$ cat config.mk
export PLATFORM = sky130hd
export DESIGN_NAME = uart_tx_sched
export DESIGN_NICKNAME = d
export VERILOG_FILES = /design/src/rtl/uart_tx_sched_pkg.sv /design/src/rtl/uart_baud_tick.sv /design/src/rtl/uart_tx_sched.sv
export SDC_FILE = /design/constraint.sdc
export NUM_CORES = 1
export LEC_CHECK = 0
export ABC_AREA = 1
export CAP_MARGIN = 20
export CORE_MARGIN = 8
export CORE_UTILIZATION = 40
export CTS_CLUSTER_DIAMETER = 40
export CTS_CLUSTER_SIZE = 12
export DETAILED_ROUTE_END_ITERATION = 10
export GPL_ROUTABILITY_DRIVEN = 0
export SYNTH_ARGS = -nofsm -noshare
export SYNTH_HDL_FRONTEND = slang
export SYNTH_HIERARCHICAL = 1
export SYNTH_SLANG_ARGS = --single-unit
$ cat constraint.sdc
create_clock -name clk_100 -period 2.45 [get_ports clk_100]
set_input_delay 0.49 -clock clk_100 [delete_from_list [all_inputs] [get_ports clk_100]]
set_output_delay 0.49 -clock clk_100 [all_outputs]
set_load 0.005 [all_outputs]
$ cat src/rtl/uart_tx_sched_pkg.sv
// uart_tx_sched_pkg: shared FSM encodings and frame constants
// for the UART transmit scheduler.
package uart_tx_sched_pkg;

  typedef enum logic [2:0] {
    ST_IDLE   = 3'd0,
    ST_START  = 3'd1,
    ST_DATA   = 3'd2,
    ST_PARITY = 3'd3,
    ST_STOP   = 3'd4
  } state_t;

  localparam int DEFAULT_CLKS_PER_BIT = 10416;
  localparam int FRAME_BITS_8N1       = 10;
  localparam int FRAME_BITS_8E1       = 11;

endpackage

$ cat src/rtl/uart_baud_tick.sv
// uart_baud_tick: per-bit timer, restarted at each frame grant.
// bit_tick marks the last clock of every bit period.
module uart_baud_tick
  import uart_tx_sched_pkg::*;
#(
  parameter int CLKS_PER_BIT = DEFAULT_CLKS_PER_BIT
) (
  input  logic clk_100,
  input  logic rst_n,
  input  logic clear,
  output logic bit_tick
);

  localparam int CW = $clog2(CLKS_PER_BIT);
  localparam logic [CW-1:0] LAST = CW'(CLKS_PER_BIT - 1);

  logic [CW-1:0] cnt;

  assign bit_tick = (cnt == LAST);

  // count 0..CLKS_PER_BIT-1, restart on grant or wrap
  always_ff @(posedge clk_100 or negedge rst_n) begin
    if (!rst_n) begin
      cnt <= '0;
    end else if (clear || bit_tick) begin
      cnt <= '0;
    end else begin
      cnt <= cnt + 1'b1;
    end
  end

endmodule

$ cat src/rtl/uart_tx_sched.sv
// uart_tx_sched: round-robin share of one UART TX line.
// Define UART_PARITY_EN for 8E1 frames; default is 8N1.
module uart_tx_sched
  import uart_tx_sched_pkg::*;
#(
  parameter int CLKS_PER_BIT = DEFAULT_CLKS_PER_BIT,
  parameter int NUM_REQ      = 2,
  parameter int DATA_W       = 8
) (
  input  logic                       clk_100,
  input  logic                       rst_n,
  input  logic [NUM_REQ-1:0]         req_valid,
  input  logic [NUM_REQ*DATA_W-1:0]  req_data,
  output logic [NUM_REQ-1:0]         req_ready,
  output logic                       tx,
  output logic                       busy,
  output logic [$clog2(NUM_REQ)-1:0] grant_id
);

  localparam int ID_W = $clog2(NUM_REQ);
  localparam int BI_W = $clog2(DATA_W);
  localparam logic [ID_W-1:0] ID_LAST = ID_W'(NUM_REQ - 1);
  localparam logic [BI_W-1:0] BI_LAST = BI_W'(DATA_W - 1);

  state_t            state;
  state_t            state_nxt;
  logic              bit_tick;
  logic              grant;
  logic              found;
  logic [ID_W-1:0]   win;
  logic [ID_W-1:0]   rr_ptr;
  logic [ID_W-1:0]   rr_nxt;
  logic [DATA_W-1:0] win_data;
  logic [DATA_W-1:0] shreg;
  logic [BI_W-1:0]   bit_idx;
`ifdef UART_PARITY_EN
  logic              par;
`endif

  uart_baud_tick #(
    .CLKS_PER_BIT(CLKS_PER_BIT)
  ) u_baud (
    .clk_100 (clk_100),
    .rst_n   (rst_n),
    .clear   (grant),
    .bit_tick(bit_tick)
  );

  // first valid at or above rr_ptr, then wrap to below it
  always_comb begin
    found    = 1'b0;
    win      = '0;
    win_data = '0;
    for (int p = 0; p < 2; p++) begin
      for (int i = 0; i < NUM_REQ; i++) begin
        if (!found && req_valid[i] &&
            ((p == 0) == (i >= int'(rr_ptr)))) begin
          found    = 1'b1;
          win      = ID_W'(i);
          win_data = req_data[i*DATA_W +: DATA_W];
        end
      end
    end
  end

  assign grant  = (state == ST_IDLE) && found;
  assign rr_nxt = (win == ID_LAST) ? '0 : win + 1'b1;

  // state register
  always_ff @(posedge clk_100 or negedge rst_n) begin
    if (!rst_n) begin
      state <= ST_IDLE;
    end else begin
      state <= state_nxt;
    end
  end

  // frame sequencing, advanced by bit_tick
  always_comb begin
    state_nxt = state;
    unique case (state)
      ST_IDLE:  if (grant) state_nxt = ST_START;
      ST_START: if (bit_tick) state_nxt = ST_DATA;
      ST_DATA: begin
        if (bit_tick && bit_idx == BI_LAST) begin
`ifdef UART_PARITY_EN
          state_nxt = ST_PARITY;
`else
          state_nxt = ST_STOP;
`endif
        end
      end
`ifdef UART_PARITY_EN
      ST_PARITY: if (bit_tick) state_nxt = ST_STOP;
`endif
      ST_STOP:  if (bit_tick) state_nxt = ST_IDLE;
      default:  state_nxt = ST_IDLE;
    endcase
  end

  // line level, busy flag and accept pulse
  always_comb begin
    tx        = 1'b1;
    busy      = (state != ST_IDLE);
    req_ready = '0;
    case (state)
      ST_START:  tx = 1'b0;
      ST_DATA:   tx = shreg[0];
`ifdef UART_PARITY_EN
      ST_PARITY: tx = par;
`endif
      default:   tx = 1'b1;
    endcase
    for (int i = 0; i < NUM_REQ; i++) begin
      req_ready[i] = grant && (win == ID_W'(i));
    end
  end

  // latch granted byte, shift out LSB first, rotate pointer
  always_ff @(posedge clk_100 or negedge rst_n) begin
    if (!rst_n) begin
      shreg    <= '0;
      bit_idx  <= '0;
      grant_id <= '0;
      rr_ptr   <= '0;
`ifdef UART_PARITY_EN
      par      <= 1'b0;
`endif
    end else if (grant) begin
      shreg    <= win_data;
      bit_idx  <= '0;
      grant_id <= win;
      rr_ptr   <= rr_nxt;
`ifdef UART_PARITY_EN
      par      <= ^win_data;
`endif
    end else if (bit_tick && state == ST_DATA) begin
      shreg    <= shreg >> 1;
      bit_idx  <= bit_idx + 1'b1;
    end
  end

endmodule
Word level (Yosys, flattened, before mapping)
Cells that the tools add are included.
{"block": "op_classes", "addsub": 3, "n_lt_le_gt_ge": 1, "eq_ne": 9, "n_mux": 20, "bitwise_logic": 2, "reduce_logical": 16}
{"cell": "$mux W8", "n": 5}
{"cell": "$mux W3", "n": 6}
{"cell": "$add A14 B1 Y14 const B", "n": 1}
{"cell": "$eq A14 B14 Y1 const B", "n": 1}
{"cell": "$mux W14", "n": 1}
{"cell": "$pmux W3 S4", "n": 1}
{"cell": "$logic_and A1 B1 Y1", "n": 9}
{"cell": "$ne A2 B2 Y1 const B", "n": 4}
{"cell": "$eq A3 B3 Y1 const B", "n": 2}
{"cell": "$mux W1", "n": 6}
{"cell": "$reduce_and A4 Y1", "n": 1}
{"cell": "$add A3 B1 Y3 const B", "n": 1}
{"cell": "$eq A3 B1 Y1 const B", "n": 1}
{"cell": "$eq A3 B2 Y1 const B", "n": 1}
{"cell": "$logic_not A3 Y1", "n": 1}
{"cell": "$reduce_bool A3 Y1", "n": 1}
{"cell": "$logic_not A1 Y1", "n": 2}
{"cell": "$not A1 Y1", "n": 2}
{"cell": "$pmux W1 S2", "n": 1}
{"cell": "$reduce_bool A2 Y1", "n": 1}
{"cell": "$add A1 B1 Y1 const B", "n": 1}
{"cell": "$ge A1 B1 Y1 const A", "n": 1}
{"cell": "$logic_or A1 B1 Y1", "n": 1}
{"block": "word_totals", "ff_bits": 30, "inputBits": 20, "output_inout_bits": 5, "elab_cells": 57}

Logic depth before layout (Yosys ltp)
Gate-level depths: netlist (run 1).
{"block": "logic_depth", "depth_word": 13, "depth_mapped": 9, "depth_no_buf": 9}

By module
The synthesis (run 1) kept the hierarchy.
{"mod": "uart_tx_sched", "n_inst": 1, "cells_each": 134, "area_each_um2": 991.0, "seq_area_each_um2": 400.4}
{"mod": "uart_baud_tick", "n_inst": 1, "cells_each": 110, "area_each_um2": 805.8, "seq_area_each_um2": 350.3}

Worst setup path after synthesis (run 1)
OpenSTA, ideal clock, no wires.
{"block": "synth_path", "path_kind": "register to register", "start": "reg u_baud.cnt[0]", "end": "reg bit_idx[2]", "setup_ps": 117, "t_arrival_ps": 1574, "required_time_ps": 2333, "slack_ps": 759, "path_stages_with_launch": 9, "n_path_buf": 0, "period_less_slack_ps": 1691, "path_cell_list": "dfrtp_1 > ha_1 > nand3_2 > nor3_1 > nand3_4 > nand2_2 > inv_2 > nand2_1 > nand2_1"}
{"block": "synth_via", "elab_chain_cells": 3}
{"element": "from (decl)", "line_no": "uart_baud_tick.sv:17", "source": "logic [CW-1:0] cnt;"}
{"element": "from (signal assigned)", "line_no": "uart_baud_tick.sv:28", "source": "cnt <= cnt + 1'b1;"}
{"element": "$eq A14 B14 Y1", "line_no": "uart_baud_tick.sv:19", "source": "assign bit_tick = (cnt == LAST);"}
{"element": "via bit_tick", "line_no": "uart_tx_sched.sv:27", "source": "logic bit_tick;"}
{"element": "$logic_and A1 B1 Y1", "line_no": "uart_tx_sched.sv:137", "source": "end else if (bit_tick && state == ST_DATA) begin"}
{"element": "$reduce_bool A2 Y1 (no line)"}
{"element": "to (signal assigned)", "line_no": "uart_tx_sched.sv:139", "source": "bit_idx <= bit_idx + 1'b1;"}
{"element": "to (decl)", "line_no": "uart_tx_sched.sv:35", "source": "logic [BI_W-1:0] bit_idx;"}
The timed path passes the listed nets, and every way through them passes these cells.
A chain may end at the register's enable or synchronous reset.

Final worst setup path (run 1)
{"block": "layout_path", "start": "reg state[2]", "end": "out req_ready[0]"}
{"block": "layout_via", "elab_chain_cells": 3}
{"element": "from (decl)", "line_no": "uart_tx_sched.sv:25", "source": "state_t state;"}
{"element": "from (signal assigned)", "line_no": "uart_tx_sched.sv:74", "source": "state <= state_nxt;"}
{"element": "$logic_not A3 Y1", "line_no": "uart_tx_sched.sv:66", "source": "assign grant = (state == ST_IDLE) && found;"}
{"element": "$logic_and A1 B1 Y1", "line_no": "uart_tx_sched.sv:66"}
{"element": "$logic_and A1 B1 Y1", "line_no": "uart_tx_sched.sv:115", "source": "req_ready[i] = grant && (win == ID_W'(i));"}
{"element": "to (decl)", "line_no": "uart_tx_sched.sv:14", "source": "output logic [NUM_REQ-1:0] req_ready,"}
Every way passes these cells.

==> reports/metrics.cfg, run 1 <==
[placed_design]
post-place-ws_ps = 19.6
hpwl_um = 2830
place_inst = 322
place.port_buffers = 24

[global_route]
met2_usage_pct = 17.0
overflow = 0
grt_max_degree = 31
antenna_found_initial = 0
grt_pass1_wl_um = 6580
use_met3_pct = 3.22
grtUsageTotal_pct = 11.3
grt_use_met1_pct = 14.5
grt_pass1_vias = 1485
top_usage_layer = met2

[timing]
slew_violations = 0
layout_setup_ws_ps = 194
period_share_pct = 92.1
setup_viol = 0
timing.fmax_ghz = 0.443
fin_hold_ws_ps = 474
skew_ps = 5.48
tightestPinTransition_ps = 379
max_slew_margin_pct = 74.7
rsz0062_at_grt = false
final_hold_viol_count = 0
layout_min_cycle_time_ps = 2260
fin_setup_tns_ps = 0

[finish]
diodes = 0
final_cells = 329
register_area_um2 = 751
nets = 301
multiInputGateArea_um2 = 896
drive_above_1_share_pct = 9.03
syn2layout_area_growth_pct = 21.9
fill_cells = 430

[synth]
yosysMostFrequentCell = nand2_1
synth_seq_cells = 30
yosysWarningCount = 6
synthAdderAreaFrac_pct = 2.79
synth_compound_area_share_pct = 3.06
synth-main-ff-cell = dfrtp_1
synth-simple-area-share_pct = 39.8
synth_cell_type_count = 24
postSynthCellCount = 244
synth_xor_area_share_pct = 3.41
synthTopCellsByCount = 79 x nand2_1, 32 x nor2_1, 30 x dfrtp_1
syn_nets = 268
syn_area_um2 = 1800
synth_top_area_cell = dfrtp_1
synth_top_family_by_area = simple AND/OR/NAND/NOR gates
async_reset_ff_share_pct = 100
synth_edf_count = 0
avgSynthCellArea_um2 = 7.36
yosysSeqAreaShare_pct = 41.8
synthMuxAreaShare_pct = 0.557
synth.top_cells.by_area = dfrtp_1 42%, nand2_1 17%, nand3_1 7.5%
synth_top_area_share_pct = 41.8

[worst_setup_path]
reg2reg_depth = 9
crit_type = reg -> out
crit_slowest_cell = clkdlybuf4s50_1
cp.arrival_ps = 1770
crit_fanout = 6
worstPathCellList = nor2_8 > nand2_4 > nor2_4 > nand2_1 > inv_1 > clkdlybuf4s50_1
end_kind = output pin
cp.required_ps = 1960
slowest_delay_ps = 490
start_kind = flop

[clock_network]
holdBufCountCts = 0
cts_setup_buffers = 0
clk_pin_slew_worst_paths_ps = 50
clk_latency_ps = 270
cts_root_buf = clkbuf_8
clkSinkCount = 30
tritoncts = yes
numCtsBuffers = 5
cts.repair.resized = 0
htreeDepth = 2
clockBufferDepth = 2

[floorplanning]
die_w_um = 83.0
coreArea_um2 = 4350
floorplan.initialDensity_pct = 41.3
placementRows = 24
ioPinCount = 25
dieArea_um2 = 6890
die_y_um = 83.0

[power_and_ir_drop]
peakVddDrop_v = 0.000568
leakage_nw = 1.07
total_power_w = 0.00190
powerDensity_nw_per_um2 = 867

[routing]
vias = 1550
antenna_left = 0
vias_per_cell = 4.71
wl_per_cell_um = 11.2
dr.pass1.iters = 4
drt_iter0_drc = 102
drcViolationCount = 0
wl_um = 3670

[status]
status = complete, no violations

[flow_run]
maxCapViolCount = 0

[hold_path]
hp-class = reg -> reg
holdPathStages = 2

-- through the flow --
step / util (%) / instance area (um^2)
detailed placement: 48.4 / 2110
CTS: 50.1 / 2180
finish: 50.3 / 2190
global placement: 48.4 / 2110
global route: 50.3 / 2190
floorplan: - / 1800
-- report_power, final --
group          leakage (nW)  switching, W  internal (W)  total [W]
registers             0.389      0.000127      0.000646   0.000774
clock network        0.0383      0.000162      0.000195   0.000357
logic                 0.639      0.000446      0.000323   0.000769
-- layout by cell type (no fill, tap or decap) --
master / synthesis / final
clkbuf_1: 0 / 2
mux2i_1: 1 / 1
dlymetal6s2s_1: 0 / 2
nor3_1: 2 / 2
buf_4: 1 / 6
nand2_2: 2 / 2
clkdlybuf4s50_1: 0 / 22
nand2_1: 79 / 79
nor2_8: 1 / 1
nor2_1: 32 / 32
nand3_1: 27 / 27
inv_1: 28 / 28
xnor2_1: 3 / 3
inv_2: 2 / 2
o21ai_0: 8 / 8
nand3_2: 2 / 2
nand2_4: 1 / 1
clkbuf_8: 0 / 5
nand3_4: 1 / 1
nor2_2: 2 / 2
dfrtp_1: 30 / 30
a21oi_2: 0 / 1
xor2_1: 4 / 4
nand4_1: 6 / 6
nor2_4: 2 / 2
o21ai_1: 2 / 2
ha_1: 4 / 4
-- registers in the layout, indices dropped and copies added (netlist names) --
signal      flops
grant_id        1
bit_idx         3
rr_ptr          1
u_baud/cnt     14
shreg           8
state           3
-- final timing paths --
check	startpoint	endpoint	slack [ps]
worst max-delay path	state[2]	req_ready[0]	190
worst min-delay path	shreg[2]	shreg[2]	470
worst max register to register	u_baud/cnt[0]	shreg[0]	720
worst min register to register	shreg[2]	shreg[2]	470
max in group asynchronous	rst_n	shreg[4]	1570
min in group asynchronous	rst_n	u_baud/cnt[0]	600
-- routing by layer --
metal / vias to the layer above / wire length [um]
met5: - / 0
met4: 0 / 61
met3: 5 / 179
met2: 26 / 1590
met1: 693 / 1840
li1: 826 / -
-- final cells by class --
class                           instances  share of cell area [%]
Tap cell                               52                    2.97
Sequential cell                        30                    34.3
Clock buffer                            7                    3.48
Timing Repair Buffer                   30                    13.2
Inverter                               30                    5.14
Multi-Input combinational cell        180                    40.9
-- worst max-delay path: cells and delay by family (launching register included) --
kind / cells / cell delay (ps)
buffers and inverters: 2 / 540
flip-flops: 1 / 470
AND/OR/NAND/NOR: 4 / 480
-- logic make-up after synthesis --
logic type	after synthesis
compound gates	11
fa+ha+maj	4
xor+xnor	7
mux	1
flops	30
buf+inv	34
simple gates	157
No activity file was read; power rests on OpenSTA's default activity.
==> inputs of run 2 (changes only) <==
CTS_CLUSTER_SIZE = unset   (was 12)
==> results of run 2 <==
The final DEF is identical to that of run 1; final timing and power are the same.
